$ cat config.mk
export PLATFORM = sky130hd
export DESIGN_NAME = add_settle_ctrl
export DESIGN_NICKNAME = d
export VERILOG_FILES = /design/src/rtl/add_settle_ctrl.sv
export SDC_FILE = /design/constraint.sdc
export NUM_CORES = 1
export LEC_CHECK = 0
export CAP_MARGIN = 20
export CORE_MARGIN = 2
export CORE_UTILIZATION = 45
export CTS_BUF_LIST = sky130_fd_sc_hd__clkbuf_4 sky130_fd_sc_hd__clkbuf_8
export DETAILED_ROUTE_END_ITERATION = 7
export PLACE_DENSITY = 0.82
export SYNTH_ARGS = -nofsm -noshare
export SYNTH_HDL_FRONTEND = slang
export SYNTH_SLANG_ARGS = --single-unit
$ cat constraint.sdc
create_clock -name clk -period 2.2 [get_ports clk]
set_clock_uncertainty 0.05 [all_clocks]
set_input_delay 0.66 -clock clk [delete_from_list [all_inputs] [get_ports clk]]
set_output_delay 0.66 -clock clk [all_outputs]
set_load 0.01 [all_outputs]
$ cat src/rtl/add_settle_ctrl.sv
// add_settle_ctrl: launches operand sets onto a slow adder, waits a fixed settle time,
// then captures and holds sum/carry until the downstream handshake completes.
module add_settle_ctrl #(
    parameter int WIDTH         = 4,
    parameter int SETTLE_CYCLES = 6
) (
    input  logic             clk,
    input  logic             rst_n,
    input  logic             in_valid,
    output logic             in_ready,
    input  logic [WIDTH-1:0] a,
    input  logic [WIDTH-1:0] b,
    input  logic             cin,
    output logic [WIDTH-1:0] op_a,
    output logic [WIDTH-1:0] op_b,
    output logic             op_cin,
    input  logic [WIDTH-1:0] add_sum,
    input  logic             add_cout,
    output logic             out_valid,
    input  logic             out_ready,
    output logic [WIDTH-1:0] sum,
    output logic             cout,
    output logic             busy
);
    localparam int CW = $clog2(SETTLE_CYCLES) + 1;
    localparam logic [CW-1:0] LOAD = CW'(SETTLE_CYCLES - 1);
    typedef enum logic [1:0] {IDLE, SETTLE, HOLD} state_t;
    state_t state, state_nx;
    logic [CW-1:0] cnt, cnt_nx;
    logic accept, capture;
    // HOLD can hand off its result and take new operands on the same edge
    assign in_ready = (state == IDLE) || (state == HOLD && out_ready);
    assign accept   = in_valid && in_ready;
    assign capture  = (state == SETTLE) && (cnt == '0);
    assign busy     = state != IDLE;
    always_comb begin
        state_nx = state;
        cnt_nx   = cnt;
        if (accept) begin
            state_nx = SETTLE;
            cnt_nx   = LOAD;
        end else if (capture) begin
            state_nx = HOLD;
        end else if (state == SETTLE) begin
            cnt_nx = cnt - 1'b1;
        end else if (state == HOLD && out_ready) begin
            state_nx = IDLE;
        end
    end
    always_ff @(posedge clk or negedge rst_n) begin
        if (!rst_n) begin
            state     <= IDLE;
            cnt       <= '0;
            op_a      <= '0;
            op_b      <= '0;
            op_cin    <= 1'b0;
            sum       <= '0;
            cout      <= 1'b0;
            out_valid <= 1'b0;
        end else begin
            state     <= state_nx;
            cnt       <= cnt_nx;
            out_valid <= state_nx == HOLD;
            if (accept) begin
                op_a   <= a;
                op_b   <= b;
                op_cin <= cin;
            end
            if (capture) begin
                sum  <= add_sum;
                cout <= add_cout;
            end
        end
    end
endmodule

## Word level (Yosys, flattened, before mapping)

Cells that the tools add are included.

- Input port bits: 18
- Flip-flop bits (word level): 21
- Output and inout bits: 17

- $add $sub $neg: 1
- Equality and inequality tests: 4
- Muxes and demuxes: 7
- Reduce and logical (&&, ||, !) cells: 9

Operator list:

| operator | number |
|---|---|
| two-way mux 4 bit | 3 |
| two-way mux 2 bit | 4 |
| == test 2 bit (second input constant) | 2 |
| logical NOT 4 bit | 1 |
| nonzero test 2 bit | 2 |
| subtractor 4 x 1 -> 4 bit (second input constant) | 1 |
| logical AND 1 bit | 3 |
| == test 2 x 1 -> 1 bit (second input constant) | 1 |
| logical NOT 2 bit | 1 |
| inequality test 2 bit (second input constant) | 1 |
| AND reduction 2 bit | 1 |
| logical OR 1 bit | 1 |

## Depth between registers and ports, before layout

- Depth in word-level cells: 7
- Depth in mapped cells: 6

## Least setup slack after synthesis

Ideal clock, no wire load.

- Path type: input port to flip-flop
- From: in out_ready
- To: reg op_a[0]
- Stages: 4
- Path slack: 470 ps
- Arrival time: 1555 ps
- Cell sequence: nor2b_1 -> nor3b_2 -> buf_2 -> mux2_2

- Longest elaborated chain between the ends: 3

Ends and longest elaborated chain:

| element | RTL line | RTL |
|---|---|---|
| start: declaration | 20 | `input logic out_ready,` |
| logical AND 1 bit | 32 | `assign in_ready = (state == IDLE) \|\| (state == HOLD && out_ready);` |
| logical OR 1 bit | 32 |  |
| logical AND 1 bit | 33 | `assign accept = in_valid && in_ready;` |
| end signal: assignment | 54 | `op_a <= '0;` |
| end signal: assignment | 65 | `op_a <= a;` |
| end: declaration | 14 | `output logic [WIDTH-1:0] op_a,` |

No other way between the ends.
A chain may end at the register's enable or synchronous reset.

## Final worst setup path

- From: in out_ready
- To: out in_ready

- Longest elaborated chain between the ends: 2

Ends and longest elaborated chain:

| element | RTL line | RTL |
|---|---|---|
| logical AND 1 bit | 32 |  |
| logical OR 1 bit | 32 |  |
| end: declaration | 10 | `output logic in_ready,` |

No other way between the ends.

==> results_dict.tcl <==
set metrics [dict create \
    antennaDiodeCount 0 \
    ys_ff_latch 21 \
    die_w_um 49.3 \
    pwr_density_cell_nw_per_um2 1360 \
    required_ps 1490 \
    area_delta_synth_final_pct 47.0 \
    syn_nets 90 \
    hpwl_um 1400 \
    final_area_um2 1360 \
    path_delay_family "buffers and inverters" \
    avgSynthCellArea_um2 13.2 \
    slowest_delay_ps 420 \
    vias 687 \
    synth.area.top_cells "dfrtp_1 (57%), mux2_2 (11%), mux2_4 (8.1%)" \
    cts_tree "built" \
    cap_violations 0 \
    io_pins 35 \
    cts-root-buf "clkbuf_4" \
    ys_warn_count 0 \
    p_leak_nw 0.607 \
    nNetsFinal 133 \
    cts_buffer_depth 2 \
    finalSetupTns_ps 0 \
    synth_area_um2 925 \
    overflow 0 \
    crit_chain "clkdlybuf4s50_1 > nor2b_1 > nor2_1 > buf_2" \
    die_area_um2 2430 \
    slew_violations 0 \
    drc 0 \
    p_sw_share_pct 32.3 \
    gp_congestion 0.736 \
    max_freq_ghz 0.468 \
    clk_pin_slew_worst_paths_ps 110 \
    crit_arrival_ps 1430 \
    die_h_um 49.3 \
    placed_area_um2 1320 \
    outcome "finished clean" \
    netSwitchingPower_w 0.000596 \
    synth_top_area_share_pct 56.8 \
    grt_pass1_vias 683 \
    wl_um 1880 \
    critPathLaunchType "primary input" \
    hold_class "reg2reg" \
    finalCritPeriodShare_pct 97.1 \
    viasPerCell 4.94 \
    crit_path_max_fanout 2 \
    drive_gt1_share_pct 26.8 \
    core-area_um2 1940 \
    fp-row-count 16 \
    insertion_delay_ps 300 \
    async_reset_ff_share_pct 100 \
    wl_per_cell_um 13.5 \
    grt_max_degree 22 \
    relSlewSlack_pct 73.4 \
    ys.flop_type "dfrtp_1" \
    start_util_pct 47.6 \
    n_fill_cell 151 \
    ys_seq_area_share_pct 56.8 \
    drt-pass1-iter-count 3 \
    numPortBuffers 34 \
    cp_num_buf_inv 2 \
    critPathSlowestCell "clkdlybuf4s50_1" \
    finalSetupViolations 0 \
    peakVddDrop_v 0.000859 \
    cts.sinks 21 \
    synth_edf_count 0 \
    yosysTopAreaCell "dfrtp_1" \
    min_period_ps 2140 \
    seqPwrFrac_pct 37.8 \
    pwr-share-comb_pct 51.7 \
    hold_violations 0 \
    synthCells 70 \
    cts_max_level 1 \
    numCtsBuffers 3 \
    grt_pass1_wl_um 3090 \
    worstMarginPinSlew_ps 399 \
    intPower_w 0.00125 \
    pwr-share-clk_pct 10.6 \
    synth_cell_types 24 \
    crit_type "in2out" \
    drt_iter0_drc 2 \
    antenna_left 0 \
    rsz0062_at_grt "no" \
    antenna_found_initial 0 \
    grt_usage_pct 17.3 \
    endpoint_kind "primary output" \
]
-- cell type report --
| type | count | area, um2 | share of cell area [%] |
|---|---|---|---|
| multi-input cells | 44 | 378 | 27.8 |
| flip-flops and latches | 21 | 527 | 38.8 |
| clock buffers | 4 | 30.0 | 2.21 |
| well taps | 27 | 33.8 | 2.49 |
| repair buffers | 40 | 379 | 27.9 |
| inverters | 3 | 11.3 | 0.829 |
-- synth_stat cells (all sizes together), types with 2 or more instances --
cell,count
nand2b,2
nor2,3
nand2,3
inv,3
buf,2
ha,2
nor3b,2
mux2,14
nor2b,2
o21ai,4
a21oi,2
or3,2
dfrtp,21
-- layer usage --
layer | global-route usage (%) | vias to the layer above | routed length, um
met3 | 4.91 | 4 | 100
met2 | 27.3 | 19 | 941
met5 | 0 | - | 0
met1 | 21.7 | 335 | 819
li1 | - | 329 | -
met4 | 8.57 | 0 | 20
-- through the flow --
stage | cells | hold WS [ps] | setup WS [ps] | util [%] | total power (W)
2_1_floorplan | 70 | 314 | 470 | - | 0.00119
3_3_place_gp | 133 | 439 | -314 | 67.9 | 0.00161
3_5_place_dp | 133 | 446 | -329 | 67.9 | 0.00165
4_1_cts | 139 | 470 | 62.6 | 70.0 | 0.00186
5_1_grt | 139 | 485 | 0.753 | 70.0 | 0.00196
6_report | 139 | 467 | 63.0 | 70.0 | 0.00185
-- final timing paths --
kind,startpoint,endpoint,slack [ps],depth (start not counted)
min reg2reg,op_b[1],op_b[1],470,1
min in group asynchronous,rst_n,cnt[1],640,2
min,op_b[1],op_b[1],470,1
max,out_ready,in_ready,60,4
max reg2reg,cnt[0],sum[2],350,5
max in group asynchronous,rst_n,state[0],1230,2
-- cells in the final DEF (no fill, tap or decap), types with 2 or more instances in the layout --
cell / n
dfrtp_1: 20
clkdlybuf4s50_1: 32
nor2_1: 3
nor2b_1: 2
ha_1: 2
or3_1: 2
mux2_4: 5
nand2_1: 3
mux2_2: 9
clkbuf_4: 4
o21ai_0: 4
inv_1: 3
a21oi_1: 2
buf_4: 6
-- kinds of logic (layout without fill, tap and decap cells) --
logic type	count (synthesis)	after routing	synth area share (%)
flip-flops	21	21	56.8
multiplexers	14	14	19.1
AO/OA/AOI/OAI	9	9	5.95
buffers and inverters	5	47	2.30
AND/OR/NAND/NOR	19	19	13.1
adder cells (fa/ha/maj)	2	2	2.71
-- worst register-to-register path, delay by kind of cell (launching register included) --
family                     cells  cell delay, ps
and+or+nand+nor                2             620
DFF                            1             440
muxes                          1             370
adders and majority gates      1             180
buffers and inverters          1             100
-- state kept, by name (all words and copies together) (netlist names) --
register	cells
cnt	4
cout	1
op_a	4
op_b	4
op_cin	1
out_valid	1
state	2
sum	4
-- power groups by stage --
| stage | clock network, W | logic, W | registers, W |
|---|---|---|---|
| after floorplan | 0 | 0.000427 | 0.000765 |
| after CTS | 0.000203 | 0.000965 | 0.000697 |
| after global placement | 0 | 0.000902 | 0.000707 |
| after detailed placement | 0 | 0.000926 | 0.000722 |
| after global routing | 0.000213 | 0.00103 | 0.000720 |
| final | 0.000195 | 0.000954 | 0.000697 |
-- what timing repair did --
item                                    CTS  global route
gates resized for setup                   6             0
hold endpoints to repair                  0             0
hold buffers                              0             0
endpoints found under the setup margin    2             0
buffers inserted                          2             0
(Power assumes the default switching activity.)
